$ cat config.mk
export PLATFORM = sky130hd
export DESIGN_NAME = alu_ctrl_mdu
export DESIGN_NICKNAME = d
export VERILOG_FILES = /design/src/rtl/alu_ctrl_mdu.sv
export SDC_FILE = /design/constraint.sdc
export NUM_CORES = 1
export LEC_CHECK = 0
export ABC_CLOCK_PERIOD_IN_PS = 3950
export CAP_MARGIN = 10
export CORE_ASPECT_RATIO = 1.25
export CORE_MARGIN = 10
export CORE_UTILIZATION = 45
export DETAILED_ROUTE_END_ITERATION = 12
export PLACE_DENSITY = 0.66
export SETUP_SLACK_MARGIN = 0.1
export SYNTH_ARGS = -nofsm -noshare
export SYNTH_HDL_FRONTEND = slang
export SYNTH_SLANG_ARGS = --single-unit
export TNS_END_PERCENT = 5
$ cat constraint.sdc
create_clock -name clk -period 3.95 [get_ports clk]
set_clock_uncertainty 0.2 [all_clocks]
set_input_delay 0.79 -clock clk [delete_from_list [all_inputs] [get_ports clk]]
set_output_delay 0.79 -clock clk [all_outputs]
set_load 0.03 [all_outputs]
$ cat src/rtl/alu_ctrl_mdu.sv
// EX-stage ALU control decode plus an iterative multiply/divide unit with HI/LO
// registers and a stall handshake back to the pipeline.
module alu_ctrl_mdu #(
    parameter int DATA_W = 32,
    parameter int CTRL_W = 4
) (
    input  logic              clk,
    input  logic              rst_n,
    input  logic [1:0]        aluOp,
    input  logic [5:0]        funct,
    input  logic              valid_in,
    input  logic [DATA_W-1:0] srcA,
    input  logic [DATA_W-1:0] srcB,
    output logic [CTRL_W-1:0] aluControl,
    output logic [DATA_W-1:0] mdu_rdata,
    output logic              stall,
    output logic              busy,
    output logic              done,
    output logic [DATA_W-1:0] hi,
    output logic [DATA_W-1:0] lo
);

    localparam int CNT_W = $clog2(DATA_W);
    localparam logic [CNT_W-1:0] LAST = CNT_W'(DATA_W - 1);

    localparam logic [5:0] F_MFHI  = 6'b010000;
    localparam logic [5:0] F_MTHI  = 6'b010001;
    localparam logic [5:0] F_MFLO  = 6'b010010;
    localparam logic [5:0] F_MTLO  = 6'b010011;
    localparam logic [5:0] F_MULT  = 6'b011000;
    localparam logic [5:0] F_MULTU = 6'b011001;
    localparam logic [5:0] F_DIV   = 6'b011010;
    localparam logic [5:0] F_DIVU  = 6'b011011;

    typedef enum logic [1:0] {IDLE, MUL, DIV, FIX} state_t;

    state_t              state;
    logic [CNT_W-1:0]    count;
    logic [DATA_W-1:0]   acc_hi, acc_lo, mag_b;
    logic                op_mul, neg_q, neg_r;

    logic [3:0]          code;
    logic                mdu_sel, is_mdu, accept, is_signed;
    logic                a_neg, b_neg;
    logic [DATA_W-1:0]   mag_a, mag_bv;
    logic [DATA_W:0]     mul_sum, div_part;
    logic                div_ge;
    logic [DATA_W-1:0]   div_diff, div_rem;
    logic [2*DATA_W-1:0] prod, prod_fix;
    logic [DATA_W-1:0]   q_fix, r_fix;

    always_comb begin
        // NOTE: every combinational output gets a default first so no latch is inferred.
        code = 4'b0000;
        case (aluOp)
            2'b00:        code = 4'b0010;
            2'b01, 2'b11: code = 4'b0110;
            default: begin
                case (funct)
                    6'b100000: code = 4'b0010;
                    6'b100010: code = 4'b0110;
                    6'b100100: code = 4'b0000;
                    6'b100101: code = 4'b0001;
                    6'b101010: code = 4'b0111;
                    6'b101011: code = 4'b1000;
                    6'b100110: code = 4'b0011;
                    6'b100111: code = 4'b1100;
                    default:   code = 4'b0000;
                endcase
            end
        endcase
    end

    assign aluControl = CTRL_W'(code);

    assign mdu_sel = valid_in && (aluOp == 2'b10);
    assign is_mdu  = funct inside {F_MFHI, F_MTHI, F_MFLO, F_MTLO,
                                   F_MULT, F_MULTU, F_DIV, F_DIVU};
    assign stall   = mdu_sel && is_mdu && (state != IDLE);
    assign accept  = mdu_sel && (state == IDLE);

    always_comb begin
        mdu_rdata = '0;
        if (mdu_sel && funct == F_MFHI)
            mdu_rdata = hi;
        else if (mdu_sel && funct == F_MFLO)
            mdu_rdata = lo;
    end

    // Iteration works on magnitudes; signs are restored in FIX.
    assign is_signed = (funct == F_MULT) || (funct == F_DIV);
    assign a_neg     = is_signed && srcA[DATA_W-1];
    assign b_neg     = is_signed && srcB[DATA_W-1];
    assign mag_a     = a_neg ? -srcA : srcA;
    assign mag_bv    = b_neg ? -srcB : srcB;

    assign mul_sum  = {1'b0, acc_hi} + (acc_lo[0] ? {1'b0, mag_b} : '0);
    assign div_part = {acc_hi, acc_lo[DATA_W-1]};
    assign div_ge   = div_part >= {1'b0, mag_b};
    assign div_diff = div_part[DATA_W-1:0] - mag_b;
    assign div_rem  = div_ge ? div_diff : div_part[DATA_W-1:0];

    assign prod     = {acc_hi, acc_lo};
    assign prod_fix = neg_q ? -prod : prod;
    assign q_fix    = neg_q ? -acc_lo : acc_lo;
    assign r_fix    = neg_r ? -acc_hi : acc_hi;

    always_ff @(posedge clk or negedge rst_n) begin
        if (!rst_n) begin
            state  <= IDLE;
            count  <= '0;
            acc_hi <= '0;
            acc_lo <= '0;
            mag_b  <= '0;
            op_mul <= 1'b0;
            neg_q  <= 1'b0;
            neg_r  <= 1'b0;
            busy   <= 1'b0;
            done   <= 1'b0;
            hi     <= '0;
            lo     <= '0;
        end else begin
            // NOTE: non-blocking assignments keep all state updates on the same edge.
            done <= 1'b0;
            case (state)
                IDLE: begin
                    if (accept) begin
                        case (funct)
                            F_MULT, F_MULTU: begin
                                state  <= MUL;
                                acc_hi <= '0;
                                acc_lo <= mag_a;
                                mag_b  <= mag_bv;
                                op_mul <= 1'b1;
                                neg_q  <= a_neg ^ b_neg;
                                neg_r  <= 1'b0;
                                count  <= '0;
                                busy   <= 1'b1;
                            end
                            F_DIV, F_DIVU: begin
                                op_mul <= 1'b0;
                                busy   <= 1'b1;
                                count  <= '0;
                                if (srcB == '0) begin
                                    // Divide by zero skips iteration; FIX writes these as-is.
                                    state  <= FIX;
                                    acc_hi <= srcA;
                                    acc_lo <= '1;
                                    neg_q  <= 1'b0;
                                    neg_r  <= 1'b0;
                                    done   <= 1'b1;
                                end else begin
                                    state  <= DIV;
                                    acc_hi <= '0;
                                    acc_lo <= mag_a;
                                    mag_b  <= mag_bv;
                                    neg_q  <= a_neg ^ b_neg;
                                    neg_r  <= a_neg;
                                end
                            end
                            F_MTHI:  hi <= srcA;
                            F_MTLO:  lo <= srcA;
                            default: ;
                        endcase
                    end
                end
                MUL: begin
                    acc_hi <= mul_sum[DATA_W:1];
                    acc_lo <= {mul_sum[0], acc_lo[DATA_W-1:1]};
                    count  <= count + 1'b1;
                    if (count == LAST) begin
                        state <= FIX;
                        done  <= 1'b1;
                    end
                end
                DIV: begin
                    acc_hi <= div_rem;
                    acc_lo <= {acc_lo[DATA_W-2:0], div_ge};
                    count  <= count + 1'b1;
                    if (count == LAST) begin
                        state <= FIX;
                        done  <= 1'b1;
                    end
                end
                FIX: begin
                    if (op_mul) begin
                        hi <= prod_fix[2*DATA_W-1:DATA_W];
                        lo <= prod_fix[DATA_W-1:0];
                    end else begin
                        hi <= r_fix;
                        lo <= q_fix;
                    end
                    busy  <= 1'b0;
                    state <= IDLE;
                end
            endcase
        end
    end

endmodule
Word level (Yosys, flattened, before mapping)
Index checks and enable logic that the tools add are counted.
W data, S select, Z words.
{ "op_classes": {"addsub": 8, "n_mul": 0, "div": 0, "magnitude_cmp": 1, "n_eq_ne": 29, "n_shift": 0, "muxes": 50, "bitwise": 1, "n_reduce_logical": 31} }
{ "op_table": {"columns": ["operator", "n"], "rows": [
  ["$mux W32", 19],
  ["$pmux W32 S2", 5],
  ["$pmux W32 S3", 2],
  ["$neg A32 Y32", 4],
  ["$mux W64", 1],
  ["$neg A64 Y64", 1],
  ["$eq A6 B5 Y1 const B", 8],
  ["$eq A6 B6 Y1 const B", 7],
  ["$add A32 B32 Y33", 1],
  ["$ge A33 B32 Y1", 1],
  ["$logic_not A32 Y1", 1],
  ["$sub A32 B32 Y32", 1],
  ["$pmux W4 S7", 1],
  ["$reduce_and A3 Y1", 7],
  ["$mux W5", 2],
  ["$ne A2 B2 Y1 const B", 5],
  ["$pmux W1 S2", 5],
  ["$pmux W5 S2", 1],
  ["$mux W1", 9],
  ["$eq A2 B2 Y1 const B", 4],
  ["$logic_and A1 B1 Y1", 8],
  ["$pmux W4 S2", 1],
  ["$reduce_bool A2 Y1", 4],
  ["$reduce_bool A8 Y1", 1],
  ["other kinds (15)", 21]
]} }
{ "word_totals": {"regBits": 172, "latchBits": 0, "mem_bits_rw": 0, "romBits": 0, "input_bits": 75, "output_inout_bits": 103, "n_memories": 0} }

Longest topological paths before layout
{ "depth": {"word_depth": 8, "depth_mapped": 14, "depth_no_buf": 13} }

Worst setup path before layout
Ideal clock, no wire load.
{ "synth_path": {"path_kind": "input to register", "from": "input srcB[6]", "to": "register mag_b[29]", "arrival_time_ns": 3.269, "t_required_ns": 3.616, "slack_ns": 0.347, "cell_stages": 9, "path_buffers": 0, "cell_sequence": "or4_1 -> or2_2 -> or3_1 -> nor4_2 -> nand2b_1 -> or3_1 -> o41ai_1 -> xor2_1 -> o21ai_0"} }
{ "synth_via": {"elab_chain_cells": 4, "elab_cells_between_ends": 7, "classes_between": "add/sub: 1; eq/ne: 1; mux: 3; reduce/logical: 2"} }
{ "synth_lines": {"columns": ["element", "line_no", "source"], "rows": [
  ["from (decl)", "13", "input logic [DATA_W-1:0] srcB,"],
  ["$neg A32 Y32", "95", "assign mag_bv = b_neg ? -srcB : srcB;"],
  ["$mux W32", "95", null],
  ["$mux W32", "144", "if (srcB == '0) begin"],
  ["$pmux W32 S2", "128", "case (funct)"],
  ["to (signal assigned)", "133", "mag_b <= mag_bv;"],
  ["to (signal assigned)", "156", "mag_b <= mag_bv;"],
  ["to (decl)", "39", "logic [DATA_W-1:0] acc_hi, acc_lo, mag_b;"]
]} }
Several ways; a longest one is shown, not always the timed one. The select of a mux whose other input is x is not followed.
A chain may end at the register's enable or synchronous reset.

Final worst setup path
{ "layout_path": {"from": "register acc_lo[0]", "to": "register acc_hi[27]"} }
{ "layout_via": {"elab_chain_cells": 3} }
{ "layout_lines": {"columns": ["element", "line_no", "source"], "rows": [
  ["from (decl)", "39", null],
  ["from (signal assigned)", "132", "acc_lo <= mag_a;"],
  ["from (signal assigned)", "155", "acc_lo <= mag_a;"],
  ["from (signal assigned)", "169", "acc_lo <= {mul_sum[0], acc_lo[DATA_W-1:1]};"],
  ["$mux W32", "97", "assign mul_sum = {1'b0, acc_hi} + (acc_lo[0] ? {1'b0, mag_b} : '0);"],
  ["$add A32 B32 Y33", "97", null],
  ["$pmux W32 S3", "125", "case (state)"],
  ["to (signal assigned)", "147", "acc_hi <= srcA;"],
  ["to (signal assigned)", "168", "acc_hi <= mul_sum[DATA_W:1];"],
  ["to (signal assigned)", "177", "acc_hi <= div_rem;"],
  ["to (decl)", "39", null]
]} }
No other way between the ends.

==> report_table.html <==
<table>
<tr><th>Metric</th><th>Value</th></tr>
<tr><th colspan="2">Clocking</th></tr>
<tr><td>Total number of H-tree levels</td><td>4</td></tr>
<tr><td>CTS sink cnt</td><td>172</td></tr>
<tr><td>Clock network latency to the later pin of the worst-skew pair</td><td>460 ps</td></tr>
<tr><td>Buffer cell driving the clock tree root</td><td>clkbuf_16</td></tr>
<tr><td>CTS Hold Buffers Added</td><td>0</td></tr>
<tr><td>Clock-pin slew on the worst setup and hold paths</td><td>70 ps</td></tr>
<tr><td>TritonCTS buffer count</td><td>17</td></tr>
<tr><td>Maximum root-to-sink buffer count</td><td>2</td></tr>
<tr><td>CTS tree</td><td>done</td></tr>
<tr><th colspan="2">Route</th></tr>
<tr><td>Length of routed met3 wiring</td><td>4152 um</td></tr>
<tr><td>Average vias per placed instance</td><td>6.135</td></tr>
<tr><td>Number of detailed-routing iterations run before antenna repair</td><td>5</td></tr>
<tr><td>Wire length per cell</td><td>21.85 um</td></tr>
<tr><td>Uppermost routed layer</td><td>met4</td></tr>
<tr><td>Via count of the routed design</td><td>16221</td></tr>
<tr><td>Residual DRC count</td><td>0</td></tr>
<tr><td>Met2 WL post-DR</td><td>approximately 27000 um</td></tr>
<tr><td>Metal-1 WL</td><td>23570 um</td></tr>
<tr><td>Detailed Route WL</td><td>between 50000 and 60000 um</td></tr>
<tr><td>Remaining antenna violation count after routing</td><td>0</td></tr>
<tr><td>DR iter-0 viols</td><td>1178</td></tr>
<tr><th colspan="2">Setup path</th></tr>
<tr><td>CP Class</td><td>register to register</td></tr>
<tr><td>Depth of the worst register-to-register path</td><td>13</td></tr>
<tr><td>Largest fanout of any net on the critical path</td><td>5</td></tr>
<tr><td>Reg-to-reg endpoint</td><td>acc_hi[27]</td></tr>
<tr><td>Worst reg-to-reg setup slack</td><td>110 ps</td></tr>
<tr><td>Required time of the critical path</td><td>4100 ps</td></tr>
<tr><td>Capturing element type of the critical path</td><td>register</td></tr>
<tr><td>Arrival time of the worst setup path</td><td>around 4000 ps</td></tr>
<tr><td>Launching point of the worst reg2reg path</td><td>acc_lo[0]</td></tr>
<tr><td>Kind of launch point of the worst setup path</td><td>register</td></tr>
<tr><th colspan="2">Finish</th></tr>
<tr><td>Fraction of final layout cells sized beyond drive strength 1</td><td>13.50%</td></tr>
<tr><td>Area added between synthesis and finish</td><td>24.63%</td></tr>
<tr><td>Count of antenna diodes in the layout</td><td>0</td></tr>
<tr><td>Number of nets at the end of the flow</td><td>approximately 2400</td></tr>
<tr><th colspan="2">Timing</th></tr>
<tr><td>RSZ-0062 raised after global routing</td><td>yes</td></tr>
<tr><td>Worst relative slew slack</td><td>45.35%</td></tr>
<tr><td>Final-report hold violation count</td><td>0</td></tr>
<tr><td>Number of setup violations in the final report</td><td>0</td></tr>
<tr><td>Summed negative setup slack over all endpoints</td><td>0 ps</td></tr>
<tr><td>Least setup slack across all paths after layout</td><td>107.1 ps</td></tr>
<tr><td>Fraction of the cycle the final worst path needs</td><td>97.29%</td></tr>
<tr><td>Transition at the pin with the smallest max-transition slack</td><td>819.8 ps</td></tr>
<tr><td>Min cycle time layout</td><td>3843 ps</td></tr>
<tr><td>Fmax achieved</td><td>between 200 and 300 MHz</td></tr>
<tr><td>Final max-slew violation count</td><td>0</td></tr>
<tr><th colspan="2">Pwr</th></tr>
<tr><td>Power per cell area</td><td>848.8 nW/um2</td></tr>
<tr><td>Design Power</td><td>16.43 mW</td></tr>
<tr><td>Static power due to leakage</td><td>8.380 nW</td></tr>
<tr><td>Worst supply voltage drop on vdd</td><td>559.7 uV</td></tr>
<tr><th colspan="2">Logic synthesis</th></tr>
<tr><td>Synth unique cells</td><td>77</td></tr>
<tr><td>Async set-reset flop share out of synthesis</td><td>100.0%</td></tr>
<tr><td>Total standard cell area after synthesis</td><td>15530 um2</td></tr>
<tr><td>Warnings, synthesis</td><td>0</td></tr>
<tr><td>EDFF count, synth</td><td>0</td></tr>
<tr><td>Cell type with the largest total area after synthesis</td><td>dfrtp_1</td></tr>
<tr><td>Synthesized area divided by synthesized cell count</td><td>7.921 um2</td></tr>
<tr><td>Top-area cell type share of the netlist area</td><td>between 20% and 30%</td></tr>
<tr><td>Biggest area contributors in the synthesized netlist</td><td>dfrtp_1, o21ai_0, ha_1</td></tr>
<tr><td>Top post-synthesis cells by count</td><td>nand2_1, o21ai_0, dfrtp_1</td></tr>
<tr><td>FF+latch count, synth</td><td>172</td></tr>
<tr><td>Mapped Cells</td><td>1961</td></tr>
<tr><td>Cell with the most instances after synthesis</td><td>nand2_1</td></tr>
<tr><td>Seq/Total Area, Yosys</td><td>27.71%</td></tr>
<tr><td>Mapped Nets</td><td>2112</td></tr>
<tr><td>Most common flop cell mapped by yosys</td><td>dfrtp_1</td></tr>
<tr><th colspan="2">Global route</th></tr>
<tr><td>Wire length of the first global-routing pass</td><td>89020 um</td></tr>
<tr><td>Global route overflow</td><td>0</td></tr>
<tr><td>Largest net degree at the start of global routing</td><td>between 80 and 90</td></tr>
<tr><td>Overall track demand over capacity in global routing</td><td>a little over a quarter</td></tr>
<tr><td>Antenna violations before repair</td><td>0</td></tr>
<tr><td>Via count of the first global-routing pass</td><td>15802</td></tr>
<tr><th colspan="2">Status</th></tr>
<tr><td>Run status</td><td>finished clean</td></tr>
<tr><th colspan="2">Hold path</th></tr>
<tr><td>Path class of the lowest-slack min-delay path</td><td>input pin to async pin</td></tr>
<tr><th colspan="2">Placement</th></tr>
<tr><td>GP Congestion</td><td>about 1</td></tr>
<tr><td>Worst Setup Slack post-DPL</td><td>-235.4 ps</td></tr>
<tr><td>Post-DP HPWL</td><td>~46000 um</td></tr>
<tr><td>Input/output buffers</td><td>177</td></tr>
<tr><th colspan="2">Floorplanning</th></tr>
<tr><td>Die Span X</td><td>186.2 um</td></tr>
<tr><td>Die Outline Area</td><td>42390 um2</td></tr>
<tr><td>Starting density of the core</td><td>a little under half</td></tr>
<tr><td>Vertical die dimension</td><td>227.7 um</td></tr>
<tr><td>Core ar.</td><td>34230 um2</td></tr>
<tr><td>Number of cell rows</td><td>76</td></tr>
<tr><td>IO Pins</td><td>178</td></tr>
<tr><th colspan="2">Run</th></tr>
<tr><td>Number of maximum-capacitance constraint violations</td><td>0</td></tr>
</table>
## state kept, by name, indices dropped and copies added (netlist names)
register	count
lo	32
mag_b	32
count	5
neg_q	1
op_mul	1
hi	32
acc_hi	32
acc_lo	32
neg_r	1
done	1
state	2
busy	1
## worst max-delay path: stages, from the launching register on
cell      delay [ps]
dfrtp_1          470
and2_1           180
ha_1             230
fa_1             430
a211oi_1         360
o21bai_1         160
o2111a_1         320
o21ai_1          260
a21oi_1          220
nor3_1           300
o31ai_1          120
buf_4            150
xor2_1           140
a21o_1           180
## repair_timing
item	4_1_cts	5_1_grt
setup endpoints to repair	2	27
gates resized for setup	1	7
buffers inserted	0	0
## cells by family after synthesis
group | Yosys count | synth area share (%)
compound gates | 669 | 27.96
simple gates | 600 | 18.54
buf+inv | 199 | 4.922
flops | 172 | 27.71
xor+xnor | 163 | 9.191
mux | 81 | 5.389
fa+ha+maj | 77 | 6.283
## layout by cell type (no fill, tap or decap), types with 60 or more instances in the layout
master           instances
ha_1                    69
clkdlybuf4s50_1        142
dfrtp_1                172
xnor2_1                 78
xor2_1                  85
mux2i_1                 60
a21oi_1                113
inv_1                   64
nand2_1                202
nor2_1                 151
a21o_1                  65
buf_4                  202
o21ai_0                195
## where the power goes
part	switching, mW	leakage, nW	internal, mW
clock network	0.820	0.279	0.949
registers	0.804	2.17	2.52
logic	6.73	5.93	4.60
total	8.35	8.38	8.08
## stage by stage
step | hold WS [ps] | util [%] | instances | instance area [um2]
finish | 183.1 | 56.55 | 2644 | 19360
global route | 247.8 | 56.55 | 2644 | 19360
CTS | 211.9 | 56.46 | 2644 | 19330
detailed placement | 267.3 | 54.75 | 2612 | 18740
global placement | 260.6 | 54.75 | 2612 | 18740
floorplan | 245.3 | - | 1961 | 15530
## layer usage
layer  track usage (%)  vias to the layer above
met5                 0                        -
met4             12.32                        0
met3             4.294                      148
met2             44.13                      676
met1             32.25                     7704
li1                  -                     7693
## final cells by class
type	instances	area (um2)
clock buffers	19	432.9
clock inverters	13	153.9
fillers	3200	14880
inverters	65	244.0
multi-input cells	1590	10530
flip-flops and latches	172	4304
well taps	429	536.8
repair buffers	356	3154
## worst max-delay path by stage
stage / from / end / slack, ps / cells past startpoint
finish: acc_lo[0] / acc_hi[27] / 110 / 13
CTS: aluOp[1] / aluControl[3] / 170 / 5
global route: acc_hi[1] / acc_hi[13] / 60 / 12
global placement: srcB[6] / mag_b[27] / -210 / 11
detailed placement: srcB[6] / mag_b[29] / -240 / 10
floorplan: srcB[6] / mag_b[29] / 350 / 9
Note: power is estimated with default switching activity, not from simulation.
